**src/rtl/mul_approx_pkg.sv**
```systemverilog
// Shared constants and elaboration helpers for the pipelined approximate multiplier.
package mul_approx_pkg;

  localparam logic MODE_EXACT  = 1'b0;
  localparam logic MODE_APPROX = 1'b1;

  function automatic int prod_w(input int width);
    return 2 * width;
  endfunction

  // COMP bound keeps (2^W-1)^2 + COMP inside 2*W bits even with TRUNC=0.
  function automatic bit params_legal(input int width, input int trunc,
                                      input longint comp, input int stages);
    longint comp_lim;
    comp_lim = (longint'(1) << (width + 1)) - 1;
    return (width >= 1) && (trunc >= 0) && (trunc <= 2 * width - 1) &&
           (comp >= 0) && (comp < comp_lim) && (stages >= 1);
  endfunction

endpackage

```
**src/rtl/mul_approx_pipe_pp_trunc_sum.sv**
```systemverilog
// Combinational sum of the partial products whose column index i+j is at least TRUNC.
module pp_trunc_sum
  import mul_approx_pkg::*;
#(
  parameter int WIDTH = 8,
  parameter int TRUNC = 4
) (
  input  logic [WIDTH-1:0]         a,
  input  logic [WIDTH-1:0]         b,
  output logic [prod_w(WIDTH)-1:0] sum
);

  localparam int PW = prod_w(WIDTH);

  always_comb begin
    sum = '0;
    for (int i = 0; i < WIDTH; i++) begin
      for (int j = 0; j < WIDTH; j++) begin
        if (i + j >= TRUNC) begin
          sum = sum + (PW'(a[i] & b[j]) << (i + j));
        end
      end
    end
  end

endmodule

```
**src/rtl/mul_approx_pipe.sv**
```systemverilog
// Pipelined WIDTH x WIDTH unsigned multiplier with per-beat exact/truncated mode
// and a counter of accepted approximate beats.
module mul_approx_pipe
  import mul_approx_pkg::*;
#(
  parameter int WIDTH  = 8,
  parameter int TRUNC  = 4,
  parameter int COMP   = 8,
  parameter int STAGES = 3,
  parameter int CNTW   = 32
) (
  input  logic                     CLK,
  input  logic                     RST,
  input  logic [WIDTH-1:0]         A,
  input  logic [WIDTH-1:0]         B,
  input  logic                     MODE,
  input  logic                     IN_VALID,
  output logic                     IN_READY,
  output logic [prod_w(WIDTH)-1:0] O,
  output logic                     OUT_VALID,
  input  logic                     OUT_READY,
  input  logic                     CNT_CLR,
  output logic [CNTW-1:0]          CNT_APPROX
);

  localparam int PW = prod_w(WIDTH);
  localparam logic [CNTW-1:0] CNT_ONE = CNTW'(1);

  if (!params_legal(WIDTH, TRUNC, COMP, STAGES)) begin : g_bad_params
    $error("mul_approx_pipe: illegal WIDTH/TRUNC/COMP/STAGES combination");
  end

  logic          en;
  logic [PW-1:0] trunc_sum;
  logic [PW-1:0] exact_prod;
  logic [PW-1:0] approx_prod;
  logic [PW-1:0] result;
  logic [STAGES-1:0] vld;
  logic [PW-1:0]     data [STAGES];

  pp_trunc_sum #(
    .WIDTH(WIDTH),
    .TRUNC(TRUNC)
  ) u_pp_trunc_sum (
    .a  (A),
    .b  (B),
    .sum(trunc_sum)
  );

  // Handshake: a beat moves on a side when valid & ready are both high at the
  // rising edge. The whole pipe advances together when the output slot is empty
  // or being drained (en); bubbles ride along rather than being squeezed out.
  assign en       = OUT_READY | ~OUT_VALID;
  assign IN_READY = en;

  assign exact_prod  = PW'(A) * PW'(B);
  assign approx_prod = ((A == '0) || (B == '0)) ? '0 : trunc_sum + PW'(COMP);
  assign result      = (MODE == MODE_APPROX) ? approx_prod : exact_prod;

  always_ff @(posedge CLK or posedge RST) begin
    if (RST) begin
      vld <= '0;
      for (int s = 0; s < STAGES; s++) begin
        data[s] <= '0;
      end
    end else if (en) begin
      vld[0]  <= IN_VALID;
      data[0] <= result;
      for (int s = 1; s < STAGES; s++) begin
        vld[s]  <= vld[s-1];
        data[s] <= data[s-1];
      end
    end
  end

  assign O         = data[STAGES-1];
  assign OUT_VALID = vld[STAGES-1];

  // Clear has priority over a coincident approximate acceptance.
  always_ff @(posedge CLK or posedge RST) begin
    if (RST) begin
      CNT_APPROX <= '0;
    end else if (CNT_CLR) begin
      CNT_APPROX <= '0;
    end else if (IN_VALID && en && (MODE == MODE_APPROX)) begin
      CNT_APPROX <= CNT_APPROX + CNT_ONE;
    end
  end

endmodule

```
**config.mk**
```make
export PLATFORM = sky130hd
export DESIGN_NAME = mul_approx_pipe
export DESIGN_NICKNAME = d
export VERILOG_FILES = /design/src/rtl/mul_approx_pkg.sv /design/src/rtl/mul_approx_pipe_pp_trunc_sum.sv /design/src/rtl/mul_approx_pipe.sv
export SDC_FILE = /design/constraint.sdc
export NUM_CORES = 1
export LEC_CHECK = 0
export ABC_AREA = 1
export CAP_MARGIN = 10
export CORE_MARGIN = 2
export CORE_UTILIZATION = 28
export CTS_CLUSTER_DIAMETER = 60
export DETAILED_ROUTE_END_ITERATION = 10
export MAX_ROUTING_LAYER = met4
export PLACE_DENSITY = 0.57
export SLEW_MARGIN = 20
export SYNTH_ARGS = -nofsm -noshare
export SYNTH_HDL_FRONTEND = slang
export SYNTH_SLANG_ARGS = --single-unit
export TNS_END_PERCENT = 30
```
**constraint.sdc**
```tcl
create_clock -name CLK -period 3.11 [get_ports CLK]
set_input_delay 0.622 -clock CLK [delete_from_list [all_inputs] [get_ports CLK]]
set_output_delay 0.622 -clock CLK [all_outputs]
set_load 0.01 [all_outputs]
```
# [Yosys cells after proc, flatten, opt, wreduce, memory -nomap -nowiden]
# Cells that the tools add are included.
[totals] inputBits=22 output_inout_bits=50 reg_bits=83
[classes] add_sub_neg=55 mul=1 n_bitwise=56 n_reduce_logical=6 muxes=4
[op_table] cell="$add A16 B16 Y16" count=40
[op_table] cell="$mux W32" count=2
[op_table] cell="$and A1 B1 Y1" count=54
[op_table] cell="$add A16 B10 Y16" count=2
[op_table] cell="$add A16 B11 Y16" count=2
[op_table] cell="$add A16 B12 Y16" count=2
[op_table] cell="$add A16 B13 Y16" count=2
[op_table] cell="$add A16 B14 Y16" count=2
[op_table] cell="$add A32 B1 Y32 const B" count=1
[op_table] cell="$mux W16" count=2
[op_table] cell="$add A16 B15 Y16" count=1
[op_table] cell="$add A16 B4 Y16 const B" count=1
[op_table] cell="$add A16 B8 Y16" count=1
[op_table] cell="$add A16 B9 Y16" count=1
[op_table] cell="$logic_not A8 Y1" count=2
[op_table] cell="$mul A8 B8 Y16" count=1
[op_table] cell="$logic_and A1 B1 Y1" count=2
[op_table] cell="$reduce_bool A2 Y1" count=1
[op_table] cell="$logic_or A1 B1 Y1" count=1
[op_table] cell="$not A1 Y1" count=1
[op_table] cell="$or A1 B1 Y1" count=1

# [Depth between registers and ports, before layout]
# Gate-level depths: netlist of the first run.
[logic_depth] depth_word=57 ltp_mapped=23

# [Modules after synthesis]
# A second synthesis of the first run with hierarchy kept.
[hier_totals] cells_unflattened=1238 area_unflattened_um2=8775.9
[by_module_without_submodules] module="mul_approx_pipe" n_inst=1 area_per_inst_um2=6962.9 cells_per_inst=979
[by_module_without_submodules] module="pp_trunc_sum" n_inst=1 area_per_inst_um2=1813.0 cells_per_inst=259

# [Worst setup path before layout of the first run]
# No wires, ideal clock.
[synth_path] path_type="input to register" startpoint="in A[2]" endpoint="reg data[44] in the netlist's numbering" path_stages=19 slack_ns=-1.247 n_path_buf=1 t_arrival_ns=4.280 cell_sequence="buf_2 -> nand2_1 -> inv_1 -> fa_1 -> inv_1 -> fa_1 -> inv_1 -> fa_1 -> inv_1 -> fa_1 -> inv_1 -> ha_1 -> a21oi_1 -> nor2_1 -> nor2_1 -> nand3_1 -> nand2_1 -> nand3_1 -> a21oi_1"
[synth_via] elab_chain_cells=49 word_cells_on_any_way=57 cone_classes="add/sub (46); mul (1); mux (2); bitwise (6); reduce/logical (2)"
[synth_rtl] element="start, declared" line="mul_approx_pipe.sv:14" source="input logic [WIDTH-1:0] A,"
[synth_rtl] element="$and A1 B1 Y1" line="mul_approx_pipe_pp_trunc_sum.sv:20" source="sum = sum + (PW'(a[i] & b[j]) << (i + j));"
[synth_rtl] element="$add A16 B16 Y16 (32 in a row)" line="mul_approx_pipe_pp_trunc_sum.sv:20"
[synth_rtl] element="$add A16 B10 Y16" line="mul_approx_pipe_pp_trunc_sum.sv:20"
[synth_rtl] element="$add A16 B11 Y16" line="mul_approx_pipe_pp_trunc_sum.sv:20"
[synth_rtl] element="$add A16 B12 Y16" line="mul_approx_pipe_pp_trunc_sum.sv:20"
[synth_rtl] element="$add A16 B13 Y16" line="mul_approx_pipe_pp_trunc_sum.sv:20"
[synth_rtl] element="$add A16 B14 Y16" line="mul_approx_pipe_pp_trunc_sum.sv:20"
[synth_rtl] element="$add A16 B8 Y16" line="mul_approx_pipe_pp_trunc_sum.sv:20"
[synth_rtl] element="(+2 left out)"
[synth_rtl] element="$add A16 B11 Y16" line="mul_approx_pipe_pp_trunc_sum.sv:20"
[synth_rtl] element="$add A16 B12 Y16" line="mul_approx_pipe_pp_trunc_sum.sv:20"
[synth_rtl] element="$add A16 B13 Y16" line="mul_approx_pipe_pp_trunc_sum.sv:20"
[synth_rtl] element="$add A16 B14 Y16" line="mul_approx_pipe_pp_trunc_sum.sv:20"
[synth_rtl] element="$add A16 B15 Y16" line="mul_approx_pipe_pp_trunc_sum.sv:20"
[synth_rtl] element="$add A16 B4 Y16" line="mul_approx_pipe.sv:57" source="assign approx_prod = ((A == '0) || (B == '0)) ? '0 : trunc_sum + PW'(COMP);"
[synth_rtl] element="$mux W16" line="mul_approx_pipe.sv:57"
[synth_rtl] element="$mux W16 *" line="mul_approx_pipe.sv:58" source="assign result = (MODE == MODE_APPROX) ? approx_prod : exact_prod;"
[synth_rtl] element="end signal, assigned by index" line="mul_approx_pipe.sv:71" source="data[s] <= data[s-1];"
[synth_rtl] element="end, declared" line="mul_approx_pipe.sv:39" source="logic [PW-1:0] data [STAGES];"
# Mark *: on every way between the ends. The rest lies on a longest branch, timed or not.
# A chain may end at the register's enable or synchronous reset.

# [Worst setup path in the final report of the first run]
[layout_path] startpoint="in B[4]" endpoint="reg data[43] in the netlist's numbering"
[layout_via] elab_chain_cells=57 word_cells_on_any_way=67 cone_classes="add/sub (54); mul (1); mux (2); bitwise (8); reduce/logical (2)"
[layout_rtl] element="start, declared" line="mul_approx_pipe.sv:15" source="input logic [WIDTH-1:0] B,"
[layout_rtl] element="$and A1 B1 Y1" line="mul_approx_pipe_pp_trunc_sum.sv:20"
[layout_rtl] element="$add A16 B16 Y16 (40 in a row)" line="mul_approx_pipe_pp_trunc_sum.sv:20"
[layout_rtl] element="$add A16 B10 Y16" line="mul_approx_pipe_pp_trunc_sum.sv:20"
[layout_rtl] element="$add A16 B11 Y16" line="mul_approx_pipe_pp_trunc_sum.sv:20"
[layout_rtl] element="$add A16 B12 Y16" line="mul_approx_pipe_pp_trunc_sum.sv:20"
[layout_rtl] element="$add A16 B13 Y16" line="mul_approx_pipe_pp_trunc_sum.sv:20"
[layout_rtl] element="$add A16 B14 Y16" line="mul_approx_pipe_pp_trunc_sum.sv:20"
[layout_rtl] element="$add A16 B8 Y16" line="mul_approx_pipe_pp_trunc_sum.sv:20"
[layout_rtl] element="(+2 left out)"
[layout_rtl] element="$add A16 B11 Y16" line="mul_approx_pipe_pp_trunc_sum.sv:20"
[layout_rtl] element="$add A16 B12 Y16" line="mul_approx_pipe_pp_trunc_sum.sv:20"
[layout_rtl] element="$add A16 B13 Y16" line="mul_approx_pipe_pp_trunc_sum.sv:20"
[layout_rtl] element="$add A16 B14 Y16" line="mul_approx_pipe_pp_trunc_sum.sv:20"
[layout_rtl] element="$add A16 B15 Y16" line="mul_approx_pipe_pp_trunc_sum.sv:20"
[layout_rtl] element="$add A16 B4 Y16" line="mul_approx_pipe.sv:57"
[layout_rtl] element="$mux W16" line="mul_approx_pipe.sv:57"
[layout_rtl] element="$mux W16 *" line="mul_approx_pipe.sv:58"
# Marks and branches as above.

==> impl_metrics.ini, run 1 <==
[finish]
diodes = 0
multiInputGateArea_um2 = 4996
instances_no_fill = 1572
final_cell_mix = 222 x nand2_1, 220 x inv_1, 91 x buf_4, 83 x dfrtp_1, 76 x nor2_1
nets = 1338
drive_gt1_frac = 0.2169
fillers = 2915
area.sequential_um2 = 2077
syn_to_final_growth_pct = 30.91
final_common_cell = nand2_1

[clocking]
path_clk_slew_ps = 60
clk_path_buf_depth = 2
cts_tree = yes
htree_levels = 3
clk_latency_ps = 330
cts_buffers = 9
cts_sinks = 83
root_buffer = clkbuf_16

[timing]
maxSlewViolCount = 0
period_needed_ps = 4024
skew_ps = 7.272
relSlewSlack = 0.5630
fin_ws_ps = -914.5
tightest_slew_ps = 654.8
rsz0062_at_grt = true
period_share = 1.294
finalHoldViolations = 0
max_freq_mhz = 248.5
setup_viol = 12

[critical_path]
cp-start-kind = input pin
worstPathMaxFanout = 2
worstPathCellList = buf_6 -> buf_6 -> nand2_2 -> inv_2 -> fa_1 -> fa_1 -> fa_1 -> inv_1 -> fa_1 -> inv_2 -> ha_4 -> inv_2 -> fa_2 -> inv_2 -> nand3_2 -> nand3_2 -> buf_6 -> nand2_2 -> nand2_1 -> nor2_1 -> nor2_1 -> a21oi_1
critPathCaptureType = flip-flop
critical_path_arrival_ps = 4240
r2r_cells = 6
cp_slowest_cell = fa_1
r2r_end = data[43]$_DFFE_PP0N_
r2r_slack_ps = 1390
max_stage_delay_ps = 520
startpoint = B[4]
required_ps = 3330
r2r-start = vld[2]$_DFFE_PP0N_
path_class = in2reg

[synthesis]
seq_area_frac_synth = 0.2648
synth_fa_ha_area_frac = 0.2651
synth_seq_cells = 83
synth_xor_area_frac = 0.007816
synth_top_area_frac = 0.2648
syn_area_um2 = 7844
synthMuxAreaShare = 0
synthSimpleGateAreaFrac = 0.2528
synth_ff_type = dfrtp_1
synth.distinct_cells = 40
synth_largest_area_cell = dfrtp_1
synth-compound-area-share = 0.05790
yosysWarnings = 0
ys_top_cells_by_area = dfrtp_1 26%, fa_1 17%, nand2_1 12%
ys_async_sr_fraction = 1.000
synth_area_per_cell_um2 = 7.456
synth_fp_nets = 1200
postSynthCellCount = 1052
synth_top_family_by_area = adder cells
synth-edff-count = 0

[placed_design]
dp_hpwl_um = 15740
place.port_buffers = 71
place_inst = 1549
pre_cts_ws_ps = -1780
gp_congestion = 0.8758

[route]
drtPass1Iterations = 5
num_vias = 6795
drt-vias-per-instance = 4.323
post_drt_wl_per_cell_um = 12.21
drc = 0
drtIter0Drc = 323
antenna_left = 0
wl_um = 19190

[worst_hold_path]
min_path_type = reg2reg
hold_depth = 2
min_to = vld[2]$_DFFE_PP0N_
hp-start = vld[1]$_DFFE_PP0N_

[floorplanning]
num_rows = 61
die_h_um = 171.4
initial_utilization = 0.2831
die_x_um = 171.4
ios = 72
core_um2 = 27710
die_area_um2 = 29370

[grt]
track_usage = 0.1444
antenna_found_initial = 0
grt_overflow = 0
grt_pass1_wl_um = 33110
first_global_vias = 7037
grt_max_degree = 58

[power]
p_leak_nw = 5.408
power.density_nw_per_um2 = 617.1
irDropWorstVdd_v = 0.0003319

[status]
violations = setup timing
status = finished, violations left

[flow_run]
drv_cap = 0
metrics by stage:
stage | util | hold WS (ps) | instance area [µm²] | power (mW) | setup TNS, ps
2_1_floorplan | - | 419.8 | 8114 | 3.781 | -9134
6_report | 0.3706 | 452.5 | 10270 | 6.336 | -8446
3_5_place_dp | 0.3488 | 439.9 | 9663 | 4.907 | -19580
5_1_grt | 0.3706 | 489.7 | 10270 | 6.995 | -10570
4_1_cts | 0.3678 | 456.1 | 10190 | 6.295 | -8683
3_3_place_gp | 0.3488 | 449.7 | 9663 | 4.885 | -19170
worst max path at each step:
| stage | endpoint | slack, ps |
|---|---|---|
| final | data[43]$_DFFE_PP0N_ | -910 |
| after global routing | data[43]$_DFFE_PP0N_ | -1100 |
| after CTS | data[43]$_DFFE_PP0N_ | -960 |
| after detailed placement | data[45]$_DFFE_PP0N_ | -1780 |
| after global placement | data[45]$_DFFE_PP0N_ | -1760 |
| after floorplan | data[47]$_DFFE_PP0N_ | -940 |
layer usage:
layer	vias to the layer above	routed length (µm)	track usage	part of all wire
li1	3440	-	-	-
met1	3250	8220	0.1649	0.43
met2	84	10080	0.2663	0.53
met3	21	587	0.02255	0.031
met4	0	306	0.03095	0.016
met5	-	0	-	0
cell type report:
class / instances / share of cell area
Clock buffer: 13 / 0.02534
Clock inverter: 2 / 0.003412
Inverter: 245 / 0.08980
Multi-Input combinational cell: 676 / 0.4865
Sequential cell: 83 / 0.2023
Tap cell: 378 / 0.04606
Timing Repair Buffer: 175 / 0.1466
critical path, delay by kind of cell:
family                     cells  cell delay (ps)
adders and majority gates      6             2500
and+or+nand+nor                7              440
AOI/OAI and AO/OA              1               70
buffers and inverters          8              590
kinds of logic (layout without fill, tap and decap cells):
logic type / count (synthesis) / in the layout
flip-flops: 83 / 83
adder cells (fa/ha/maj): 126 / 126
buffers and inverters: 293 / 435
XOR/XNOR: 7 / 7
AO/OA/AOI/OAI: 88 / 88
AND/OR/NAND/NOR: 455 / 455
power by group:
group	total (mW)	switching (mW)	internal (mW)
logic	3.79	2.01	1.78
registers	1.49	0.128	1.36
clock network	1.06	0.399	0.660
registers in the layout, summed over array words and instances, names as in the netlist:
signal      cells
CNT_APPROX     32
data           32
O              16
vld             3
cells in the mapped netlist, drive strengths merged (3+ instances only):
library cell and n:
fa 67, xnor2 4, nand3 53, nand4 18
nor4 3, inv 243, nor3b 3, nor3 18
a21oi 27, or2 3, xor2 3, nor2 87
ha 59, clkbuf 9, dfrtp 83, nand2 265
a31oi 5, nand3b 3, buf 39, o21ai 53
what timing repair did:
action                                  in CTS  in global routing
endpoints found under the setup margin      13                 12
hold buffers                                 0                  0
pin swaps                                   38                 32
setup buffers                               10                  0
gates resized for setup                    119                 31
endpoints found under the hold margin        0                  0
No activity file was read; power rests on OpenSTA's default activity.
==> run 2: changes to the inputs <==
- CAP_MARGIN: 10 -> 0
==> results of run 2 <==
The final DEF is identical to that of run 1; final timing and power are the same.
==> run 3: changes to the inputs <==
- SKIP_CTS_REPAIR_TIMING: not set -> 1
==> run 3 against run 2 <==
Net effect: the run still ends with setup timing left; register-to-register slack hardly changed; total power up 1.2%; die area is the same; setup slack got worse by 88 ps; combinational power grew 2%; final area grew 0.69%; worst hold slack is essentially flat; critical path depth grew 2; sequential share of layout area down 0.14 points; non-clock buffer count is 4 higher.
==> impl_metrics.ini, run 3 (same netlist as run 1, synthesis figures left out) <==
[grt]
grt_overflow = 0
grt_pass1_wl_um = 32710
antenna_found_initial = 0
first_global_vias = 6949
grt_max_degree = 58
track_usage = 0.1427

[clocking]
clk_path_buf_depth = 2
htree_levels = 3
cts_buffers = 9
clk_latency_ps = 330
path_clk_slew_ps = 60
cts_sinks = 83
root_buffer = clkbuf_16
cts_tree = yes

[critical_path]
worstPathMaxFanout = 5
r2r_slack_ps = 1390
required_ps = 3330
r2r_end = O[3]$_DFFE_PP0N_
r2r-start = vld[2]$_DFFE_PP0N_
cp-start-kind = input pin
r2r_cells = 6
path_class = in2reg
critical_path_arrival_ps = 4340
critPathCaptureType = flip-flop

[timing]
rsz0062_at_grt = true
finalHoldViolations = 0
finalHoldWorstSlack_ps = 452.8
tightest_slew_ps = 658.7
skew_ps = 7.374
fin_ws_ps = -1002
maxSlewViolCount = 0
relSlewSlack = 0.5604
period_needed_ps = 4112
period_share = 1.322
setup_viol = 12
max_freq_mhz = 243.2

[finish]
drive_gt1_frac = 0.2295
diodes = 0
stdcell_area_um2 = 10340
final_cell_mix = 221 x nand2_1, 211 x inv_1, 98 x buf_4, 83 x dfrtp_1, 74 x nor2_1
final_common_cell = nand2_1
nets = 1342
syn_to_final_growth_pct = 31.82

[status]
violations = setup timing
status = finished, violations left

[route]
drc = 0
drtIter0Drc = 308
drt-vias-per-instance = 4.323
post_drt_wl_per_cell_um = 12.30
drtPass1Iterations = 4
wl_um = 19390
num_vias = 6813
antenna_left = 0

[floorplanning]
die_x_um = 171.4
die_h_um = 171.4
die_area_um2 = 29370
core_um2 = 27710
num_rows = 61
initial_utilization = 0.2831
ios = 72

[worst_hold_path]
min_path_type = reg2reg
min_to = vld[2]$_DFFE_PP0N_
hold_depth = 2
hp-start = vld[1]$_DFFE_PP0N_

[power]
power.density_nw_per_um2 = 620.4
power.total_mw = 6.415
irDropWorstVdd_v = 0.0003324
p_leak_nw = 5.446

[placed_design]
place_area_um2 = 9663
place.port_buffers = 71
gp_congestion = 0.8758
dp_hpwl_um = 15740

[flow_run]
drv_cap = 0
## run 3: worst max path at each step
stage	end	from	slack, ps
2_1_floorplan	data[47]$_DFFE_PP0N_	A[7]	-940
3_3_place_gp	data[45]$_DFFE_PP0N_	B[7]	-1760
3_5_place_dp	data[45]$_DFFE_PP0N_	B[7]	-1780
4_1_cts	data[45]$_DFFE_PP0N_	B[7]	-1440
5_1_grt	data[47]$_DFFE_PP0N_	A[2]	-1140
6_report	data[47]$_DFFE_PP0N_	A[2]	-1000
## run 3: report_power, final
| group | switching, mW | internal [mW] |
|---|---|---|
| sequential | 0.129 | 1.36 |
| combinational | 2.05 | 1.81 |
| clock | 0.399 | 0.660 |
| total | 2.58 | 3.83 |
## run 3: final cells by class
class / instances / area [µm²]
Clock buffer: 13 / 260.3
Clock inverter: 2 / 35.03
Fill cell: 2917 / 17370
Inverter: 245 / 922.1
Multi-Input combinational cell: 676 / 5041
Sequential cell: 83 / 2077
Tap cell: 378 / 473.0
Timing Repair Buffer: 179 / 1531
## run 3: worst max-delay path: stages
cell and delay [ps]:
buf_6 90, buf_6 120, buf_6 110, nand2_4 60
inv_2 40, fa_1 510, inv_2 40, fa_1 540
inv_2 40, fa_1 520, inv_2 40, fa_1 510
inv_2 50, ha_4 320, nand2_4 80, nor2_4 110
and2_4 150, nand2_2 60, nand3_2 50, nand2_1 50
nand3_1 50, nand2_1 60, nand2_1 50, nand2_1 50
## run 3: metal layers
metal	global-route usage	up-vias	part of all wire
li1	-	3452	-
met1	0.1639	3258	0.43
met2	0.2617	82	0.52
met3	0.02255	21	0.032
met4	0.03095	0	0.016
met5	-	-	0
## run 3: per-stage QoR
step / instances / utilization / setup slack [ps] / TNS [ps]
after floorplan: 1052 / - / -937.1 / -9134
after global placement: 1549 / 0.3488 / -1757 / -19170
after detailed placement: 1549 / 0.3488 / -1780 / -19580
after CTS: 1564 / 0.3594 / -1439 / -15080
after global routing: 1576 / 0.3732 / -1139 / -11200
final: 1576 / 0.3732 / -1002 / -9378
